--- src/rtl/ace_snoop_arbiter.sv ---
// Two-master coherent arbiter: grants one request at a time, snoops the peer,
// then runs a single memory access and returns data plus a shared indication.
module ace_snoop_arbiter #(
    parameter int ADDR_W        = 32,
    parameter int DATA_W        = 32,
    parameter int SNOOP_TIMEOUT = 15
) (
    input  logic                  clk,
    input  logic                  rst,
    input  logic [1:0]            req_valid,
    output logic [1:0]            req_ready,
    input  logic [1:0]            req_write,
    input  logic [2*ADDR_W-1:0]   req_addr,
    input  logic [2*DATA_W-1:0]   req_wdata,
    output logic [1:0]            rsp_valid,
    output logic [DATA_W-1:0]     rsp_rdata,
    output logic                  rsp_shared,
    output logic [1:0]            snp_valid,
    output logic                  snp_inv,
    output logic [ADDR_W-1:0]     snp_addr,
    input  logic [1:0]            snp_ready,
    input  logic [1:0]            snp_hit,
    output logic                  mem_req_valid,
    input  logic                  mem_req_ready,
    output logic                  mem_req_write,
    output logic [ADDR_W-1:0]     mem_addr,
    output logic [DATA_W-1:0]     mem_wdata,
    input  logic                  mem_rsp_valid,
    input  logic [DATA_W-1:0]     mem_rdata,
    output logic                  grant_id,
    output logic                  busy,
    output logic [2:0]            curr_state,
    output logic                  snp_timeout_err,
    output logic [15:0]           txn_count
);

    typedef enum logic [2:0] {
        S_IDLE  = 3'd0,
        S_SNOOP = 3'd1,
        S_MEM   = 3'd2,
        S_WAIT  = 3'd3,
        S_RESP  = 3'd4
    } state_t;

    typedef struct packed {
        logic              write;
        logic [ADDR_W-1:0] addr;
        logic [DATA_W-1:0] wdata;
    } req_t;

    localparam logic [7:0] TMO_LAST = 8'(SNOOP_TIMEOUT - 1);

    state_t            state_q, state_d;
    req_t              req_q, req_sel;
    logic              gnt_q, gnt_sel, ptr_q, hit_q, shared_q;
    logic [7:0]        tmo_q;
    logic [DATA_W-1:0] rdata_q;
    logic [15:0]       txn_q;
    logic              other, snp_ack, tmo_hit, accept;

    assign other   = ~gnt_q;
    assign snp_ack = snp_ready[other];
    assign tmo_hit = (tmo_q == TMO_LAST);

    // Contention goes to the pointer; a lone requester wins outright.
    assign gnt_sel = (&req_valid) ? ptr_q : req_valid[1];

    always_comb begin
        req_sel.write = gnt_sel ? req_write[1] : req_write[0];
        req_sel.addr  = gnt_sel ? req_addr[2*ADDR_W-1:ADDR_W]   : req_addr[ADDR_W-1:0];
        req_sel.wdata = gnt_sel ? req_wdata[2*DATA_W-1:DATA_W] : req_wdata[DATA_W-1:0];
    end

    // Handshake only while out of reset so a held request never sees a stray ready.
    assign accept = (state_q == S_IDLE) && rst && (|req_valid);

    always_comb begin
        state_d         = state_q;
        req_ready       = 2'b00;
        snp_valid       = 2'b00;
        mem_req_valid   = 1'b0;
        rsp_valid       = 2'b00;
        snp_timeout_err = 1'b0;
        case (state_q)
            S_IDLE: begin
                if (accept) begin
                    req_ready[gnt_sel] = 1'b1;
                    state_d            = S_SNOOP;
                end
            end
            S_SNOOP: begin
                snp_valid[other] = 1'b1;
                if (snp_ack) begin
                    state_d = S_MEM;
                end else if (tmo_hit) begin
                    snp_timeout_err = 1'b1;
                    state_d         = S_MEM;
                end
            end
            S_MEM: begin
                mem_req_valid = 1'b1;
                if (mem_req_ready) state_d = S_WAIT;
            end
            S_WAIT: begin
                if (mem_rsp_valid) state_d = S_RESP;
            end
            S_RESP: begin
                rsp_valid[gnt_q] = 1'b1;
                state_d          = S_IDLE;
            end
            default: state_d = S_IDLE;
        endcase
    end

    always_ff @(posedge clk) begin
        if (!rst) begin
            state_q  <= S_IDLE;
            req_q    <= '0;
            gnt_q    <= 1'b0;
            ptr_q    <= 1'b0;
            hit_q    <= 1'b0;
            tmo_q    <= 8'd0;
            rdata_q  <= '0;
            shared_q <= 1'b0;
            txn_q    <= 16'd0;
        end else begin
            state_q <= state_d;
            case (state_q)
                S_IDLE: begin
                    if (accept) begin
                        gnt_q <= gnt_sel;
                        req_q <= req_sel;
                    end
                end
                S_SNOOP: begin
                    if (snp_ack) begin
                        hit_q <= snp_hit[other];
                        tmo_q <= 8'd0;
                    end else if (tmo_hit) begin
                        hit_q <= 1'b0;
                        tmo_q <= 8'd0;
                    end else begin
                        tmo_q <= tmo_q + 8'd1;
                    end
                end
                S_WAIT: begin
                    if (mem_rsp_valid) begin
                        rdata_q  <= req_q.write ? '0 : mem_rdata;
                        // A write invalidated the peer copy, so it is never shared.
                        shared_q <= hit_q & ~req_q.write;
                    end
                end
                S_RESP: begin
                    txn_q <= txn_q + 16'd1;
                    ptr_q <= ~gnt_q;
                end
                default: ;
            endcase
        end
    end

    assign rsp_rdata     = rdata_q;
    assign rsp_shared    = shared_q;
    assign snp_inv       = req_q.write;
    assign snp_addr      = req_q.addr;
    assign mem_req_write = req_q.write;
    assign mem_addr      = req_q.addr;
    assign mem_wdata     = req_q.wdata;
    assign grant_id      = gnt_q;
    assign busy          = (state_q != S_IDLE);
    assign curr_state    = state_q;
    assign txn_count     = txn_q;

endmodule

--- config.mk ---
export PLATFORM = sky130hd
export DESIGN_NAME = ace_snoop_arbiter
export DESIGN_NICKNAME = d
export VERILOG_FILES = /design/src/rtl/ace_snoop_arbiter.sv
export SDC_FILE = /design/constraint.sdc
export NUM_CORES = 1
export LEC_CHECK = 0
export BUFFER_PORTS_ARGS = -buffer_cell sky130_fd_sc_hd__buf_2
export CAP_MARGIN = 10
export CORE_MARGIN = 10
export CORE_UTILIZATION = 47
export DETAILED_ROUTE_END_ITERATION = 16
export GPL_TIMING_DRIVEN = 0
export HOLD_SLACK_MARGIN = 0.03
export PLACE_DENSITY = 0.86
export SLEW_MARGIN = 25
export SYNTH_ARGS = -nofsm -noshare
export SYNTH_HDL_FRONTEND = slang
export SYNTH_SLANG_ARGS = --single-unit
--- constraint.sdc ---
create_clock -name clk -period 3.1 [get_ports clk]
set_input_delay 0.31 -clock clk [delete_from_list [all_inputs] [get_ports clk]]
set_output_delay 0.31 -clock clk [all_outputs]
set_load 0.1 [all_outputs]
==> out/qor.yml, run 1 <==
outcome:
  status: "complete, no violations"
clock_tree:
  cts_tree: "built"
  clock_latency_ns: 0.42
  cts_buffer_depth: 2
  clock_sinks: 128
  post_cts_resized: 0
  cts.clk_slew.worst_paths_ns: 0.06
  cts_max_level: 4
  cts_root_buffer: "clkbuf_16"
  holdBufCountCts: 0
  post_cts_buffers: 0
  cts_buffers: 17
routing:
  avgRoutedWirePerCell_um: 18.9
  via_per_inst: 5.39
  vias: 6643
  routed_wl_um: 23300
  drt_first_pass_iters: 5
  postRouteAntennaNets: 0
  first_iter_violations: 461
  drc: 0
hold_path:
  hp-start: "req_addr[38]"
  hold_path.class: "in -> reg"
  holdPathStages: 3
  hold_end: "mem_addr[6]"
timing:
  finalSetupTns_ns: 0
  final_hold_viol_count: 0
  fin_crit_sh_pct: 91.3
  grt_setup_unrepaired: "false"
  setup_slack_ns: 0.270
  tightest_slew_ns: 0.871
  setup_violations: 0
  skew_ns: 0.0114
  timing.fmax_mhz: 353
  min_period_ns: 2.83
  max_slew_margin_pct: 41.8
  slew_violations: 0
power:
  p_comb_share_pct: 31.0
  power_frac_clock_pct: 36.7
  intPower_w: 0.00343
  ir_drop_mv: 0.512
  power_density_nw_per_um2: 693
  power_switching_share_pct: 39.5
  p_switching_w: 0.00224
  total_power_w: 0.00567
  p_leak_nw: 4.08
  seqPwrFrac_pct: 32.2
critical_path:
  crit_path_end_kind: "output pin"
  cp-start-kind: "register"
  rr_startpoint: "curr_state[2]"
  reg2reg_depth: 6
  arrival_ns: 2.52
  path_class: "reg -> out"
  r2r_end: "mem_addr[22]"
  rrSetupSlack_ns: 0.81
  crit_fanout: 10
  worstPathRequired_ns: 2.79
synthesis:
  synth_compound_area_share_pct: 4.96
  synth_top_cells_by_count: "203 x nand3_1, 128 x dfxtp_1, 81 x nand2_1"
  avgSynthCellArea_um2: 7.93
  ys_seq_elements: 128
  synth_top_family_by_area: "simple AND/OR/NAND/NOR gates"
  syn-cell-area_um2: 5700
  yosys.area_share.simple_pct: 37.1
  synth_top_area_share_pct: 45.0
  netlist_instances: 719
  synth.most_common_cell: "nand3_1"
  yosysTopAreaCell: "dfxtp_1"
  synthFlopType: "dfxtp_1"
  synth_fp_nets: 894
  synth_mux_area_share_pct: 1.10
  synthAdderAreaFrac_pct: 0.658
  ys_types: 42
  async_reset_ff_share_pct: 0
  yosysSeqAreaShare_pct: 45.0
  synth-edff-count: 0
  yosys-top-cells-area: "dfxtp_1 45%, nand3_1 18%, nand2_1 5.3%"
  synthXorXnorAreaFrac_pct: 2.30
  ys_warn_count: 0
grt:
  antenna_found_initial: 4
  grt_max_degree: 17
  grt_pass1_vias: 6587
  grt-ovfl-total: 0
  track_usage_pct: 26.0
  grt_pass1_wl_um: 34300
floorplan:
  die_h_um: 130
  core_um2: 12000
  start_util_pct: 47.7
  std_cell_rows: 40
  die-area_um2: 16900
  die_w_um: 130
  io-pin-count: 332
layout:
  final_net_count: 1244
  syn_to_final_growth_pct: 43.5
  fin_util_pct: 68.4
  layout-drive-gt1-share_pct: 38.4
  fin_area_um2: 8180
placement:
  placed_area_um2: 7560
  numPortBuffers: 331
  place_ws_ns: 0.475
  dpl.hpwl_um: 17900
  gp_congestion: 0.882
job:
  maxCapViolCount: 0
==> metrics by stage <==
step,hold WS (ns),cells
floorplan,0.432,719
global placement,0.452,1197
detailed placement,0.470,1197
CTS,0.0845,1229
global route,0.0954,1231
finish,0.0926,1232
==> layout make-up <==
type                    count  area [µm²]
plain buffers              90         478
clock inverters            12         165
multi-input cells         493        2650
clock buffers              20         447
repair buffers            331        1660
flip-flops and latches    128        2560
diodes                      3        7.51
fillers                  1016        3780
well taps                 147         184
inverters                   8        30.0
==> routing by layer <==
metal / routed length, µm / GRT usage [%] / part of all wire, % / up-vias
li1: - / - / - / 3148
met1: 8420 / 27.6 / 36 / 3060
met2: 11800 / 45.1 / 51 / 380
met3: 2420 / 9.66 / 10 / 53
met4: 633 / 11.3 / 2.7 / 2
met5: 13 / 0 / 0.056 / -
==> power groups by stage <==
| stage | combinational, W | clock (W) | sequential (W) |
|---|---|---|---|
| 2_1_floorplan | 0.000699 | 0 | 0.00254 |
| 3_3_place_gp | 0.00175 | 0 | 0.00185 |
| 3_5_place_dp | 0.00175 | 0 | 0.00186 |
| 4_1_cts | 0.00176 | 0.00210 | 0.00182 |
| 5_1_grt | 0.00183 | 0.00219 | 0.00184 |
| 6_report | 0.00176 | 0.00208 | 0.00183 |
==> cell usage in the layout, fill, tap and decap left out, types with 13 or more instances in the layout <==
master and instances:
buf_2 336, buf_4 33, buf_1 13, nor2_1 53
clkbuf_16 17, nand2_1 81, clkbuf_1 38, dfxtp_1 128
nand3_1 203, a21oi_1 39, nor3b_1 34
==> flip-flops by register name (all words and copies together), names as in the netlist, 3 cells and up <==
register,flops
rsp_rdata,32
mem_addr,32
txn_count,16
tmo_q,8
mem_wdata,32
curr_state,3
==> worst max-delay path, stage by stage (launching register included) <==
cell	delay (ns)
dfxtp_1	0.50
buf_6	0.19
nor3b_1	0.72
nor2b_2	0.26
buf_2	0.43
==> worst max path at each step <==
stage | end | from
2_1_floorplan | snp_timeout_err | curr_state[0]
3_3_place_gp | req_ready[1] | curr_state[2]
3_5_place_dp | req_ready[1] | curr_state[2]
4_1_cts | req_ready[1] | curr_state[2]
5_1_grt | rsp_valid[1] | curr_state[2]
6_report | rsp_valid[0] | curr_state[2]
==> cells by family after synthesis <==
logic type / after synthesis
AND/OR/NAND/NOR: 417
flip-flops: 128
buffers and inverters: 98
AO/OA/AOI/OAI: 52
XOR/XNOR: 15
multiplexers: 6
adder cells (fa/ha/maj): 3
Power figures use the tool's default switching activity.
==> run 2, diff against run 1 <==
--- a/config.mk
+++ b/config.mk
@@ -13,6 +13,7 @@
 export GPL_TIMING_DRIVEN = 0
 export HOLD_SLACK_MARGIN = 0.03
 export PLACE_DENSITY = 0.86
+export SETUP_SLACK_MARGIN = 0.4
 export SLEW_MARGIN = 25
 export SYNTH_ARGS = -nofsm -noshare
 export SYNTH_HDL_FRONTEND = slang
==> out/qor.yml, run 2 (synthesis results as in run 1) <==
timing:
  grt_setup_unrepaired: "true"
  min_period_ns: 2.60  # -0.226 ns
  max_slew_margin_pct: 54.9  # +13 points
  fin_crit_sh_pct: 84.0  # -7.3 points
  tightest_slew_ns: 0.670  # -0.201 ns
  skew_ns: 0.00757  # -0.00382 ns
  hold_slack_ns: 0.0925  # -0.0000670 ns
  setup_slack_ns: 0.496  # +0.226 ns
  finalSetupTns_ns: 0  # unchanged
  slew_violations: 0  # unchanged
  timing.fmax_mhz: 384  # +8.7%
  setup_violations: 0  # unchanged
  final_hold_viol_count: 0  # unchanged
grt:
  grt_pass1_vias: 6488  # -1.5%
  grt_max_degree: 17  # unchanged
  grt_pass1_wl_um: 34300  # about the same
  antenna_found_initial: 4  # unchanged
  grt-ovfl-total: 0  # unchanged
  track_usage_pct: 26.0  # +0.054 points
layout:
  mostFrequentLayoutCells: "336 x buf_2, 203 x nand3_1, 127 x dfxtp_1"
  syn_to_final_growth_pct: 44.5
  instances_no_fill: 1232  # unchanged
  final_net_count: 1244  # unchanged
  layout-drive-gt1-share_pct: 38.8  # +0.37 points
  final_common_cell: "buf_2"
critical_path:
  worstSetupStartpoint: "curr_state[0]"
  worstPathRequired_ns: 2.79  # about the same
  cp-start-kind: "register"
  rr_startpoint: "curr_state[0]"
  arrival_ns: 2.29  # -0.23 ns
  r2r_end: "rsp_rdata[22]"
  rrSetupSlack_ns: 0.87  # +0.06 ns
  crit_path_end_kind: "output pin"
  crit_fanout: 10  # unchanged
  path_class: "reg -> out"
  reg2reg_depth: 6  # unchanged
outcome:
  status: "complete, no violations"
placement:
  place_ws_ns: 0.770  # +0.295 ns
  gp_congestion: 0.897  # +1.7%
  dpl.hpwl_um: 17900  # -0.17%
  numPortBuffers: 331  # unchanged
  dp_cells: 1197  # unchanged
routing:
  via_per_inst: 5.31  # -1.6%
  postRouteAntennaNets: 0  # unchanged
  vias: 6539  # -1.6%
  drc: 0  # unchanged
  avgRoutedWirePerCell_um: 18.6  # -1.5%
  routed_wl_um: 22900  # -1.5%
  drt_first_pass_iters: 5  # unchanged
  first_iter_violations: 384  # -17%
floorplan:
  die-area_um2: 16900  # unchanged
  die_w_um: 130  # unchanged
  start_util_pct: 47.7  # unchanged
  io-pin-count: 332  # unchanged
  core_um2: 12000  # unchanged
  die_h_um: 130  # unchanged
  std_cell_rows: 40  # unchanged
power:
  power_density_nw_per_um2: 695  # +0.23%
  p_leak_nw: 4.11  # +0.67%
  ir_drop_mv: 0.487  # -4.9%
clock_tree:
  clock_sinks: 128  # unchanged
  cts_tree: "built"
  cts_buffer_depth: 2  # unchanged
  cts.clk_slew.worst_paths_ns: 0.06  # about the same
  cts_buffers: 17  # unchanged
  cts_max_level: 4  # unchanged
  post_cts_buffers: 0  # unchanged
  clock_latency_ns: 0.42  # about the same
  cts_root_buffer: "clkbuf_16"
hold_path:
  holdPathStages: 3  # unchanged
  hold_end: "mem_wdata[12]"
  hold_path.class: "in -> reg"
  hp-start: "req_wdata[44]"
job:
  maxCapViolCount: 0  # unchanged
[run 2: cell count changes in the layout (fill, tap and decap cells not counted), sizes merged]
cell	before	now
clkinv	7	6
buf	383	384
[run 2: worst max-delay path by stage]
stage                     to  slack (ns)  cells after the start
2_1_floorplan  mem_req_valid        0.16                      2
3_3_place_gp    rsp_valid[0]        0.81                      4
3_5_place_dp    req_ready[1]        0.77                      6
4_1_cts         snp_valid[0]        0.41                      4
5_1_grt         snp_valid[0]        0.37                      4
6_report        snp_valid[0]        0.50                      4
[run 2: worst max-delay path, cell delays in order (launching register included)]
cell and delay (ns):
dfxtp_1 0.45, clkbuf_1 0.37, nor3b_4 0.43, and2_2 0.20, buf_2 0.42
[run 2: per-stage QoR]
stage	total power [W]	area [µm²]	util, %
final	0.00572	8240	68.9
after global placement	0.00360	7580	63.3
after floorplan	0.00324	5740	-
after CTS	0.00574	8210	68.7
after detailed placement	0.00361	7580	63.3
after global routing	0.00590	8240	68.9
[run 2: repair_timing]
action / in CTS / in global routing
endpoints found under the setup margin: 3 / 2
hold buffers: 0 / 0
pin swaps: 0 / 0
resized for setup: 2 / 2
[run 2: layer usage]
layer  vias up  routed length (µm)  GRT usage (%)
li1       3151                   -              -
met2       304               11600           45.2
met4         0                 708           12.3
met1      3031                8250           27.0
met3        53                2310           10.1
met5         -                   0              0
[run 2: power by group]
group          switching, W  leakage [nW]  internal [W]
registers         0.0000791          1.04       0.00175
clock network      0.000730         0.309       0.00140
logic               0.00143          2.76      0.000332
total               0.00224          4.11       0.00348
[run 2: layout make-up]
| type | count | area (µm²) |
|---|---|---|
| plain buffers | 90 | 478 |
| multi-input cells | 493 | 2680 |
| inverters | 8 | 30.0 |
| diodes | 3 | 7.51 |
| clock buffers | 21 | 470 |
| clock inverters | 11 | 160 |
| flip-flops and latches | 128 | 2560 |
| well taps | 147 | 184 |
| fillers | 971 | 3720 |
| repair buffers | 331 | 1660 |
==> run 3, diff against run 2 <==
--- a/config.mk
+++ b/config.mk
@@ -8,11 +8,11 @@
 export BUFFER_PORTS_ARGS = -buffer_cell sky130_fd_sc_hd__buf_2
 export CAP_MARGIN = 10
 export CORE_MARGIN = 10
-export CORE_UTILIZATION = 47
+export CORE_UTILIZATION = 40
 export DETAILED_ROUTE_END_ITERATION = 16
 export GPL_TIMING_DRIVEN = 0
 export HOLD_SLACK_MARGIN = 0.03
-export PLACE_DENSITY = 0.86
+export PLACE_DENSITY = 0.78
 export SETUP_SLACK_MARGIN = 0.4
 export SLEW_MARGIN = 25
 export SYNTH_ARGS = -nofsm -noshare
==> constraint.sdc (replaced) <==
create_clock -name clk -period 2.2 [get_ports clk]
set_input_delay 0.22 -clock clk [delete_from_list [all_inputs] [get_ports clk]]
set_output_delay 0.22 -clock clk [all_outputs]
set_load 0.1 [all_outputs]
==> out/qor.yml, run 3 (synthesis results as in run 1) <==
outcome:
  status: "complete, no violations"
floorplan:
  std_cell_rows: 43  # +7.5%
  core_um2: 13900  # +16%
  die_h_um: 139  # +7.1%
  start_util_pct: 40.9  # -6.7 points
  die-area_um2: 19400  # +15%
  io-pin-count: 332  # unchanged
  die_w_um: 139  # +7.1%
clock_tree:
  cts_root_buffer: "clkbuf_16"
  clock_latency_ns: 0.41  # about the same
  cts_max_level: 4  # unchanged
  cts.clk_slew.worst_paths_ns: 0.05  # about the same
  cts_buffers: 17  # unchanged
  cts_tree: "built"
  clock_sinks: 128  # unchanged
  cts_buffer_depth: 2  # unchanged
timing:
  final_hold_viol_count: 0  # unchanged
  slew_violations: 0  # unchanged
  fin_crit_sh_pct: 89.8
  max_slew_margin_pct: 56.7  # +1.8 points
  skew_ns: 0.00724  # -0.000334 ns
  tightest_slew_ns: 0.649  # -0.0207 ns
  setup_violations: 0  # unchanged
  setup_slack_ns: 0.224  # -0.272 ns
  min_period_ns: 1.98
  timing.fmax_mhz: 506
  finalSetupTns_ns: 0  # unchanged
  grt_setup_unrepaired: "true"
grt:
  antenna_found_initial: 5  # +1
  grt_pass1_wl_um: 41800  # +22%
  grt-ovfl-total: 0  # unchanged
  grt_pass1_vias: 7610  # +17%
  track_usage_pct: 26.7  # +0.65 points
  grt_max_degree: 17  # unchanged
placement:
  numPortBuffers: 331  # unchanged
  placed_area_um2: 7720  # +1.9%
  dpl.hpwl_um: 18700  # +4.6%
  place_ws_ns: 0.0600  # -0.710 ns
  gp_congestion: 0.936  # +4.3%
routing:
  first_iter_violations: 579  # +51%
  vias: 7507  # +15%
  via_per_inst: 5.42  # +2.0%
  postRouteAntennaNets: 0  # unchanged
  drt_first_pass_iters: 5  # unchanged
  avgRoutedWirePerCell_um: 20.2  # +8.7%
  routed_wl_um: 28000  # +22%
  drc: 0  # unchanged
layout:
  fin_area_um2: 9730  # +18%
  layout-drive-gt1-share_pct: 40.5  # +1.7 points
  mostFrequentLayoutCells: "327 x buf_2, 202 x nand3_1, 111 x dfxtp_1"
  regArea_um2: 2620  # +2.0%
  multiInputGateArea_um2: 2760  # +2.7%
  fillerInstances: 1034  # +6.5%
  final_common_cell: "buf_2"
  syn_to_final_growth_pct: 70.7
  final_net_count: 1362  # +9.5%
critical_path:
  reg2reg_depth: 8  # +2
  crit_buf_inv: 3  # +1
  critPathMaxStageDelay_ns: 0.37  # -0.08 ns
  arrival_ns: 1.76  # -0.53 ns
  crit_fanout: 5  # -5
  path_cells: "buf_8, or3b_4, buf_8, nor3_4, buf_12"
  path_depth: 5  # +1
  critical-path-top-delay-family: "simple AND/OR/NAND/NOR gates"
  crit_top_cell: "buf_8"
  crit_path_end_kind: "output pin"
  crit_path_top_delay_cell: "or3b_4"
  cp-start-kind: "register"
  path_class: "reg -> out"
  worstPathRequired_ns: 1.98  # -0.81 ns
power:
  ir_drop_mv: 0.700  # +44%
  power_frac_clock_pct: 33.3  # -4.0 points
  intPower_w: 0.00482  # +38%
  p_leak_nw: 4.74  # +15%
  power_switching_share_pct: 40.2  # +1.1 points
  seqPwrFrac_pct: 32.0  # about the same
  power_density_nw_per_um2: 829  # +19%
  total_power_w: 0.00806  # +41%
  p_switching_w: 0.00324  # +45%
  p_comb_share_pct: 34.7  # +3.9 points
hold_path:
  holdPathStages: 3  # unchanged
  hold_path.class: "in -> reg"
job:
  maxCapViolCount: 0  # unchanged
==> run 3: per-stage QoR <==
step	cells	hold slack [ns]	util, %
2_1_floorplan	719	0.342	-
3_3_place_gp	1230	0.426	55.4
3_5_place_dp	1230	0.431	55.4
4_1_cts	1372	0.0301	68.6
5_1_grt	1384	0.0511	69.8
6_report	1386	0.0524	69.8
==> run 3: final timing paths <==
check | start | to | slack [ns]
max | curr_state[2] | snp_timeout_err | 0.22
min reg2reg | mem_wdata[3] | mem_wdata[3] | 0.48
max reg2reg | curr_state[0] | mem_addr[8] | 0.45
min | req_addr[28] | mem_addr[28] | 0.05
==> run 3: per-layer routing <==
metal / GRT usage (%) / vias up / share of wire (%)
met5: 0 / - / 0
met4: 13.9 / 0 / 4.6
met3: 7.42 / 111 / 8.5
met2: 46.6 / 486 / 50
met1: 28.7 / 3534 / 36
li1: - / 3376 / -
==> run 3: worst min-delay path: cells and delay by family <==
kind / cells / cell delay [ns]
and+or+nand+nor: 2 / 0.13
buffers and inverters: 1 / 0.08
==> run 3: timing repair <==
| action | CTS | global route |
|---|---|---|
| buffers inserted | 8 | 6 |
| endpoints found under the hold margin | 63 | 0 |
| endpoints found under the setup margin | 101 | 97 |
| pin swaps | 3 | 6 |
| gates resized for setup | 60 | 61 |
| hold buffers | 103 | 0 |
| cloned | 0 | 1 |
==> run 3: final cells by class <==
type                    count  share of cell area (%)
flip-flops and latches    128                    26.9
repair buffers            449                    30.0
plain buffers              90                    6.25
diodes                      7                   0.180
clock inverters             6                   0.566
well taps                 180                    2.31
clock buffers              25                    5.20
multi-input cells         493                    28.3
inverters                   8                   0.309
==> run 3: power groups by stage <==
stage	sequential, W	clock (W)	combinational (W)
final	0.00258	0.00268	0.00280
after detailed placement	0.00261	0	0.00250
after CTS	0.00257	0.00271	0.00272
after global routing	0.00259	0.00281	0.00289
after floorplan	0.00357	0	0.00100
after global placement	0.00261	0	0.00249
